<file path="src/rtl/rename_pkg.sv">
// Shared types and sizes for the register renamer and its commit-side consumers.
package rename_pkg;
    localparam int NUM_AREG = 32;
    localparam int NUM_PREG = 64;
    localparam int AREG_W   = 5;
    localparam int PREG_W   = 6;
    localparam int FL_DEPTH = NUM_PREG - NUM_AREG;
    localparam int FL_IDX_W = 5;

    typedef logic [AREG_W-1:0]   areg_t;
    typedef logic [PREG_W-1:0]   preg_t;
    // Free-list pointer: 5-bit index plus a wrap bit so 32 entries and 0 entries differ.
    typedef logic [FL_IDX_W:0]   fl_ptr_t;

    typedef struct packed {
        logic  valid;
        areg_t rd;
        preg_t pr;
        preg_t old_pr;
    } commit_t;

    function automatic fl_ptr_t ptr_inc(input fl_ptr_t p);
        return p + fl_ptr_t'(1);
    endfunction
endpackage

</file>
<file path="src/rtl/rename_unit_if.sv">
// Decode/commit/flush bundle between the front end, the ROB and the renamer.
interface rename_unit_if;
    import rename_pkg::*;

    logic    rn_valid;
    logic    rn_rd_we;
    areg_t   rn_rd;
    areg_t   rn_rs1;
    areg_t   rn_rs2;
    logic    rn_ready;
    preg_t   rn_pr;
    preg_t   rn_old_pr;
    preg_t   rn_rs1_pr;
    preg_t   rn_rs2_pr;
    logic    cm_valid;
    areg_t   cm_rd;
    preg_t   cm_pr;
    preg_t   cm_old_pr;
    logic    flush;
    fl_ptr_t free_count;

    modport master (
        output rn_valid, rn_rd_we, rn_rd, rn_rs1, rn_rs2,
        output cm_valid, cm_rd, cm_pr, cm_old_pr, flush,
        input  rn_ready, rn_pr, rn_old_pr, rn_rs1_pr, rn_rs2_pr, free_count
    );

    modport slave (
        input  rn_valid, rn_rd_we, rn_rd, rn_rs1, rn_rs2,
        input  cm_valid, cm_rd, cm_pr, cm_old_pr, flush,
        output rn_ready, rn_pr, rn_old_pr, rn_rs1_pr, rn_rs2_pr, free_count
    );
endinterface

</file>
<file path="src/rtl/rename_freelist.sv">
// Circular free list of physical registers: speculative head, committed head and tail.
module rename_freelist
    import rename_pkg::*;
(
    input  logic    clk,
    input  logic    rst,
    input  logic    pop,
    input  logic    push,
    input  preg_t   push_pr,
    input  logic    restore,
    output preg_t   head_pr,
    output fl_ptr_t count
);
    fl_ptr_t head_reg;
    fl_ptr_t tail_reg;
    fl_ptr_t chead_reg;
    fl_ptr_t chead_next;
    preg_t   entries [FL_DEPTH];

    genvar gi;
    generate
        for (gi = 0; gi < FL_DEPTH; gi++) begin : g_entry
            preg_t entry_reg;
            always_ff @(posedge clk) begin
                if (rst) begin
                    entry_reg <= preg_t'(FL_DEPTH + gi);
                end else if (push && tail_reg[FL_IDX_W-1:0] == FL_IDX_W'(gi)) begin
                    entry_reg <= push_pr;
                end
            end
            assign entries[gi] = entry_reg;
        end
    endgenerate

    // A commit in the flush cycle retires one more rename, so restore lands past it.
    assign chead_next = push ? ptr_inc(chead_reg) : chead_reg;

    always_ff @(posedge clk) begin
        if (rst) begin
            head_reg  <= '0;
            tail_reg  <= fl_ptr_t'(FL_DEPTH);
            chead_reg <= '0;
        end else begin
            chead_reg <= chead_next;
            if (push) begin
                tail_reg <= ptr_inc(tail_reg);
            end
            if (restore) begin
                head_reg <= chead_next;
            end else if (pop) begin
                head_reg <= ptr_inc(head_reg);
            end
        end
    end

    assign count   = tail_reg - head_reg;
    assign head_pr = entries[head_reg[FL_IDX_W-1:0]];

    push_when_full: assert property (@(posedge clk) disable iff (rst)
        !(push && count == fl_ptr_t'(FL_DEPTH)));
endmodule

</file>
<file path="src/rtl/rename_unit.sv">
// Speculative/architectural RAT pair with free-list allocation, commit retirement and one-cycle flush.
module rename_unit
    import rename_pkg::*;
(
    input  logic         clk,
    input  logic         rst,
    rename_unit_if.slave bus
);
    commit_t cm;
    logic    alloc;
    logic    ready;
    logic    do_rename;
    logic    do_commit;
    preg_t   head_pr;
    fl_ptr_t count;
    preg_t   spec_rat [NUM_AREG];

    assign cm        = '{valid: bus.cm_valid, rd: bus.cm_rd, pr: bus.cm_pr, old_pr: bus.cm_old_pr};
    assign do_commit = cm.valid && (cm.rd != '0);
    assign alloc     = bus.rn_valid && bus.rn_rd_we && (bus.rn_rd != '0);
    assign ready     = !bus.flush && (!alloc || count != '0);
    assign do_rename = bus.rn_valid && ready && alloc;

    genvar gi;
    generate
        for (gi = 0; gi < NUM_AREG; gi++) begin : g_rat
            preg_t spec_reg;
            preg_t arch_reg;
            preg_t arch_next;
            logic  cm_hit;
            logic  rn_hit;

            assign cm_hit    = do_commit && (cm.rd == AREG_W'(gi));
            assign rn_hit    = do_rename && (bus.rn_rd == AREG_W'(gi));
            assign arch_next = cm_hit ? cm.pr : arch_reg;

            // Flush copies the post-commit architectural view, including this cycle's commit.
            always_ff @(posedge clk) begin
                if (rst) begin
                    spec_reg <= PREG_W'(gi);
                    arch_reg <= PREG_W'(gi);
                end else begin
                    arch_reg <= arch_next;
                    if (bus.flush) begin
                        spec_reg <= arch_next;
                    end else if (rn_hit) begin
                        spec_reg <= head_pr;
                    end
                end
            end
            assign spec_rat[gi] = spec_reg;
        end
    endgenerate

    rename_freelist u_freelist (
        .clk     (clk),
        .rst     (rst),
        .pop     (do_rename),
        .push    (do_commit),
        .push_pr (cm.old_pr),
        .restore (bus.flush),
        .head_pr (head_pr),
        .count   (count)
    );

    assign bus.rn_ready   = ready;
    assign bus.rn_pr      = alloc ? head_pr : '0;
    assign bus.rn_old_pr  = spec_rat[bus.rn_rd];
    assign bus.rn_rs1_pr  = spec_rat[bus.rn_rs1];
    assign bus.rn_rs2_pr  = spec_rat[bus.rn_rs2];
    assign bus.free_count = count;
endmodule
</file>
<file path="src/flat_wrapper.sv">
// flat-port wrapper written by rule: the top's interface ports become plain ports
module rename_unit_flat import rename_pkg::*;
  (clk, rst, bus_rn_valid, bus_rn_rd_we, bus_rn_rd, bus_rn_rs1, bus_rn_rs2, bus_cm_valid, bus_cm_rd, bus_cm_pr, bus_cm_old_pr, bus_flush, bus_rn_ready, bus_rn_pr, bus_rn_old_pr, bus_rn_rs1_pr, bus_rn_rs2_pr, bus_free_count);
  rename_unit_if bus_i ();
  input  logic clk;
  input  logic rst;
  input wire logic [$bits(bus_i.rn_valid)-1:0] bus_rn_valid;
  input wire logic [$bits(bus_i.rn_rd_we)-1:0] bus_rn_rd_we;
  input wire logic [$bits(bus_i.rn_rd)-1:0] bus_rn_rd;
  input wire logic [$bits(bus_i.rn_rs1)-1:0] bus_rn_rs1;
  input wire logic [$bits(bus_i.rn_rs2)-1:0] bus_rn_rs2;
  input wire logic [$bits(bus_i.cm_valid)-1:0] bus_cm_valid;
  input wire logic [$bits(bus_i.cm_rd)-1:0] bus_cm_rd;
  input wire logic [$bits(bus_i.cm_pr)-1:0] bus_cm_pr;
  input wire logic [$bits(bus_i.cm_old_pr)-1:0] bus_cm_old_pr;
  input wire logic [$bits(bus_i.flush)-1:0] bus_flush;
  output wire logic [$bits(bus_i.rn_ready)-1:0] bus_rn_ready;
  output wire logic [$bits(bus_i.rn_pr)-1:0] bus_rn_pr;
  output wire logic [$bits(bus_i.rn_old_pr)-1:0] bus_rn_old_pr;
  output wire logic [$bits(bus_i.rn_rs1_pr)-1:0] bus_rn_rs1_pr;
  output wire logic [$bits(bus_i.rn_rs2_pr)-1:0] bus_rn_rs2_pr;
  output wire logic [$bits(bus_i.free_count)-1:0] bus_free_count;
  assign bus_i.rn_valid = bus_rn_valid;
  assign bus_i.rn_rd_we = bus_rn_rd_we;
  assign bus_i.rn_rd = bus_rn_rd;
  assign bus_i.rn_rs1 = bus_rn_rs1;
  assign bus_i.rn_rs2 = bus_rn_rs2;
  assign bus_i.cm_valid = bus_cm_valid;
  assign bus_i.cm_rd = bus_cm_rd;
  assign bus_i.cm_pr = bus_cm_pr;
  assign bus_i.cm_old_pr = bus_cm_old_pr;
  assign bus_i.flush = bus_flush;
  assign bus_rn_ready = bus_i.rn_ready;
  assign bus_rn_pr = bus_i.rn_pr;
  assign bus_rn_old_pr = bus_i.rn_old_pr;
  assign bus_rn_rs1_pr = bus_i.rn_rs1_pr;
  assign bus_rn_rs2_pr = bus_i.rn_rs2_pr;
  assign bus_free_count = bus_i.free_count;
  rename_unit u_core (.clk(clk), .rst(rst), .bus(bus_i));
endmodule
</file>
<file path="config.mk">
export PLATFORM = sky130hd
export DESIGN_NAME = rename_unit_flat
export DESIGN_NICKNAME = d
export VERILOG_FILES = /design/src/rtl/rename_pkg.sv /design/src/rtl/rename_unit_if.sv /design/src/rtl/rename_freelist.sv /design/src/rtl/rename_unit.sv /design/src/flat_wrapper.sv
export SDC_FILE = /design/constraint.sdc
export NUM_CORES = 1
export LEC_CHECK = 0
export CAP_MARGIN = 20
export CORE_MARGIN = 3
export CORE_UTILIZATION = 60
export DETAILED_ROUTE_END_ITERATION = 12
export DONT_BUFFER_PORTS = 1
export HOLD_SLACK_MARGIN = 0.05
export PLACE_DENSITY = 0.75
export SYNTH_ARGS = -nofsm -noshare
export SYNTH_HDL_FRONTEND = slang
export SYNTH_HIERARCHICAL = 1
export SYNTH_SLANG_ARGS = --single-unit
</file>
<file path="constraint.sdc">
create_clock -name clk -period 4.1 [get_ports clk]
set_input_delay 1.025 -clock clk [delete_from_list [all_inputs] [get_ports clk]]
set_output_delay 1.025 -clock clk [all_outputs]
set_load 0.02 [all_outputs]
</file>
== Word level (Yosys, flattened, before mapping) ==
Index checks and enable logic that the tools add are counted.

* Register bits after elaboration: 594
* Output and inout port bits: 31
* Word-level logic and storage cells: 460

* Add/subtract/negate cells: 4
* $lt $le $gt $ge: 4
* Equal/unequal tests: 93
* Mux-type cells: 112
* Bitwise logic cells: 4
* Reductions and logical operators: 144

{| class="wikitable"
|+ Operators by type and width
! kind !! count
|-
| two-way mux 6 bit || 108
|-
| equality test 5 bit (second input constant) || 48
|-
| binary-select mux 6 bit (select 5 bit) || 4
|-
| equality test 5 x 4 -> 1 bit (second input constant) || 24
|-
| logical AND 1 bit || 102
|-
| nonzero test 2 bit || 33
|-
| equality test 5 x 3 -> 1 bit (second input constant) || 12
|-
| equality test 5 x 2 -> 1 bit (second input constant) || 6
|-
| greater-or-equal comparator 6 bit (second input constant) || 4
|-
| inverter 5 -> 6 bit || 4
|-
| adder 6 x 1 -> 6 bit (second input constant) || 3
|-
| equality test 5 x 1 -> 1 bit (second input constant) || 3
|-
| zero test 5 bit || 3
|-
| nonzero test 5 bit || 2
|-
| nonzero test 6 bit || 1
|-
| subtractor 6 bit || 1
|-
| zero test 1 bit || 2
|-
| logical OR 1 bit || 1
|}

== Longest topological paths before layout ==
* Depth after elaboration: 10
* Mapped depth: 18

== By module ==
Netlist, hierarchy kept.

{| class="wikitable"
|+ Modules (own cells, without submodules)
! module !! instances !! cells an instance !! area an instance (um^2) !! sequential area each (um^2)
|-
| rename_unit || 1 || 1968 || 20602.3 || 7687.4
|-
| rename_freelist || 1 || 1134 || 10067.2 || 4204.0
|}

== Worst setup path after synthesis ==
No wires, ideal clock.

* Path kind: input -> output
* Start: in bus_rn_rd[0]
* End: out bus_rn_old_pr[3]
* Arrival time: 2765 ps
* Setup slack: 310 ps
* Cell stages on the path: 8
* Buffers on the path: 3
* Cell sequence: buf_6 > buf_2 > buf_4 > nand3_1 > o221ai_1 > a21oi_1 > o21a_1 > a221oi_1

* Cells in the longest elaborated chain, start to end: 4

{| class="wikitable"
|+ RTL lines
! what !! RTL line !! RTL
|-
| from (decl) || flat_wrapper.sv:9 || <nowiki>input wire logic [$bits(bus_i.rn_rd)-1:0] bus_rn_rd;</nowiki>
|-
| inverter 5 -> 6 bit (not written as such) || rename_unit.sv:68 || <nowiki>assign bus.rn_old_pr = spec_rat[bus.rn_rd];</nowiki>
|-
| binary-select mux 6 bit (select 5 bit) || rename_unit.sv:68 ||
|-
| two-way mux 6 bit (not written as such) (2 in a row) || rename_unit.sv:68 ||
|-
| to (decl) || flat_wrapper.sv:19 || <nowiki>output wire logic [$bits(bus_i.rn_old_pr)-1:0] bus_rn_old_pr;</nowiki>
|}

No other way between the ends. The select of a mux whose other input is x is not followed.

== Worst setup path in the final report ==
* Start: reg u_core.u_freelist.head_reg[2]
* End: out bus_rn_pr[3]

* Cells in the longest elaborated chain, start to end: 5

{| class="wikitable"
|+ RTL lines
! what !! RTL line !! RTL
|-
| from (decl) || rename_freelist.sv:14 || <nowiki>fl_ptr_t head_reg;</nowiki>
|-
| from (signal assigned) || rename_freelist.sv:49 || <nowiki>head_reg <= chead_next;</nowiki>
|-
| from (signal assigned) || rename_freelist.sv:51 || <nowiki>head_reg <= ptr_inc(head_reg);</nowiki>
|-
| inverter 5 -> 6 bit (not written as such) || rename_freelist.sv:57 || <nowiki>assign head_pr = entries[head_reg[FL_IDX_W-1:0]];</nowiki>
|-
| binary-select mux 6 bit (select 5 bit) || rename_freelist.sv:57 ||
|-
| two-way mux 6 bit (not written as such) (2 in a row) || rename_freelist.sv:57 ||
|-
| named net u_core.head_pr[3] || rename_unit.sv:14 || <nowiki>preg_t head_pr;</nowiki>
|-
| two-way mux 6 bit || rename_unit.sv:67 || <nowiki>assign bus.rn_pr = alloc ? head_pr : '0;</nowiki>
|-
| to (decl) || flat_wrapper.sv:18 || <nowiki>output wire logic [$bits(bus_i.rn_pr)-1:0] bus_rn_pr;</nowiki>
|}

The timed path passes the listed nets, and every way through them passes these cells. The select of a mux whose other input is x is not followed.

==> metrics.md <==
| Metric | Value |
|---|---|
| Ant diodes | 0 |
| Core Box Area | a little over 50,000 um2 |
| Flop pwr share | 0.462 |
| CTS buffer count | 61 |
| Violated checks | slew limit |
| Number of synthesized flops with an enable pin | 0 |
| CTS HTree Levels | 2 |
| Clock power share | 0.422 |
| Yosys top cell area share | 0.388 |
| Slew at the pin with the worst max-slew slack | about 2.6 ns |
| Worst Skew | about 0.035 ns |
| Final Worst Setup Slack | around 0.066 ns |
| Most numerous cell in the Yosys netlist | dfxtp_1 |
| Synth Instances | between 3,000 and 4,000 |
| Share of cells above drive strength 1 | 0.133 |
| CTS Buffer Depth | 3 |
| Drt pass-1 iters | 6 |
| Sw Pwr | roughly 3.4 mW |
| Placement Rows | 82 |
| Nets | about 3,000 |
| Worst slew margin relative to its limit | -0.744 |
| Final Routed Wirelength | ~100 mm |
| Net Sw Frac | 0.264 |
| Die Height | 232 um |
| WL per Instance | 27.8 um |
| Setup crit end kind | output port |
| Static leakage | approximately 12 nW |
| Vias per cell | about 7.0 |
| Finish-stage setup viols | 0 |
| Top cells by area, synth | dfxtp_1, mux2i_1, mux4_2, a211oi_1, nand2_1 |
| Final Critical Period | between 4 and 5 ns |
| Crit path DAT | between 3 and 4 ns |
| CP required | between 3 and 4 ns |
| Top FF cell, synth | dfxtp_1 |
| Sequential fraction of the synthesis area | 0.388 |
| RePlAce Congestion | roughly 1.1 |
| Gr usage total | 0.368 |
| Starting DRT DRC Count | 3,236 |
| Max-Cap Viols | 0 |
| Vias in the first global route | about 25,000 |
| First-pass GRT wire length | roughly 150 mm |
| Die X | approximately 230 um |
| Post-Synthesis Cell Area | between 30,000 and 40,000 um2 |
| Dominant cell type by area after synthesis | dfxtp_1 |
| Critical path type | flop to output port |
| Die area | between 50,000 and 60,000 um2 |
| Initial Util | 0.609 |
| Setup WS pre-CTS | ~0.38 ns |
| Final Hold Fails | 0 |
| Clk sinks | about 600 |
| Routed vias | roughly 25,000 |
| Antenna viol nets, final | 0 |
| DRC | 0 |
| Post-CTS Resized | 5 |
| Setup crit start kind | flop |
| Layout fillers | 3,886 |
| Setup TNS | 0 ns |
| Initial antenna violation count | 2 |
| Post-layout util | 0.651 |
| Status | finished, violations left |
| Hold Buf Count CTS | 0 |
| Dpl hpwl | 66.5 mm |
| Commonest cells in the netlist | dfxtp_1, mux2i_1, nand2_1, nand3_1, clkbuf_1 |
| Internal | roughly 9.5 mW |
| Comb power frac | 0.115 |
| Area grow syn2layout | 6.93% |
| Crit Path Max Fanout | 25 |
| Unique masters post-synth | slightly below 80 |
| Worst Hold Class | flop to flop |
| FF+latch count, synth | roughly 590 |
| Top Ports | between 60 and 70 |
| Maximum vdd drop | approximately 0.37 mV |
| Syn_nets | around 3,200 |
| Average size of a mapped cell | roughly 10 um2 |
| Clk_lat worst skew | about 0.65 ns |
| Yosys warns | 6 |
| Fmax | about 0.25 GHz |
| Fraction of registers with async set/reset | 0 |
| Grt ovf | 0 |
| Setup repair bufs after CTS | 0 |
| CTS Root Cell | clkbuf_16 |
| Clk slew on worst S/H paths | around 0.06 ns |
| PD cells | 395 nW/um2 |
| CTS tree | done |
| Port buffer count | 0 |
| Pins Over Slew Limit | around 390 |
| Total power | 13.0 mW |
| Largest net degree at the start of global routing | just over 500 |
| RSZ-0062 raised after global routing | false |
| Final period utilization | 0.984 |
-- cells by family after synthesis --
| logic type | count (synthesis) | synth area share |
|---|---|---|
| adder cells (fa/ha/maj) | 14 | 0.00596 |
| buffers and inverters | 320 | 0.0479 |
| flip-flops | 594 | 0.388 |
| XOR/XNOR | 14 | 0.00400 |
| AO/OA/AOI/OAI | 567 | 0.141 |
| multiplexers | 575 | 0.239 |
| AND/OR/NAND/NOR | 1018 | 0.174 |
-- final timing paths --
path,from,endpoint,slack [ns],cells past startpoint
min reg2reg,u_core/u_freelist/g_entry[14].entry_reg[0],u_core/u_freelist/g_entry[14].entry_reg[0],0.46,2
max reg2reg,u_core/u_freelist/tail_reg[0],u_core/g_rat[11].spec_reg[4],0.52,14
min,u_core/u_freelist/g_entry[14].entry_reg[0],u_core/u_freelist/g_entry[14].entry_reg[0],0.46,2
max,u_core/u_freelist/head_reg[2],bus_rn_pr[3],0.07,7
-- power by group through the flow --
stage / sequential (mW) / combinational [mW] / clock, mW
6_report: 5.99 / 1.50 / 5.48
5_1_grt: 5.99 / 1.54 / 5.75
4_1_cts: 5.98 / 1.43 / 5.51
3_5_place_dp: 6.11 / 1.43 / 0
3_3_place_gp: 6.11 / 1.41 / 0
2_1_floorplan: 6.05 / 1.24 / 0
-- layout by cell type (no fill, tap or decap), types with 6 or more instances in the layout --
cell type and count:
nand2_1 268, mux2i_1 422, mux2_2 29, xor2_1 8, a211oi_1 167, a211oi_2 18, a21oi_1 122, nor3_1 19
clkbuf_1 14, and2_1 8, nand3b_1 95, a31oi_4 6, a31oi_1 13, mux4_2 121, ha_1 10, clkinv_2 6
a22o_1 38, nand4_1 7, o221ai_1 14, a211o_1 29, a32o_1 8, clkbuf_16 61, nand3_1 182, nand2b_1 90
nor2_1 160, buf_4 67, a211oi_4 8, inv_1 10, o22ai_1 6, nor2b_1 100, a22oi_1 100, dfxtp_1 592
and3_1 29, a221oi_1 15, clkbuf_8 17
-- per-layer routing --
| metal | global-route usage | wire, um |
|---|---|---|
| met5 | 0 | 0 |
| met4 | 0.208 | 6340 |
| met3 | 0.0743 | 10200 |
| met2 | 0.573 | 45500 |
| met1 | 0.479 | 39200 |
-- worst max-delay path: stages (launching register included) --
cell and delay (ns):
dfxtp_2 0.34, buf_6 0.27, buf_4 0.28, mux4_2 0.29
a22oi_1 0.10, and3_1 0.22, a311oi_4 0.51, and2_1 0.33
-- metrics by stage --
| stage | cell area (um2) | hold WS (ns) | instances |
|---|---|---|---|
| floorplan | 30700 | 0.430 | 3102 |
| global placement | 30800 | 0.438 | 3537 |
| detailed placement | 30800 | 0.447 | 3537 |
| CTS | 32800 | 0.455 | 3644 |
| global route | 32800 | 0.465 | 3644 |
| finish | 32800 | 0.455 | 3644 |
-- cell type report --
type	instances	area (um2)	share of cell area
clock inverters	15	156	0.00477
inverters	12	45.0	0.00137
repair buffers	71	574	0.0175
multi-input cells	2188	17500	0.533
clock buffers	92	1810	0.0553
well taps	672	841	0.0256
flip-flops and latches	594	11900	0.363
(Power assumes the default switching activity.)
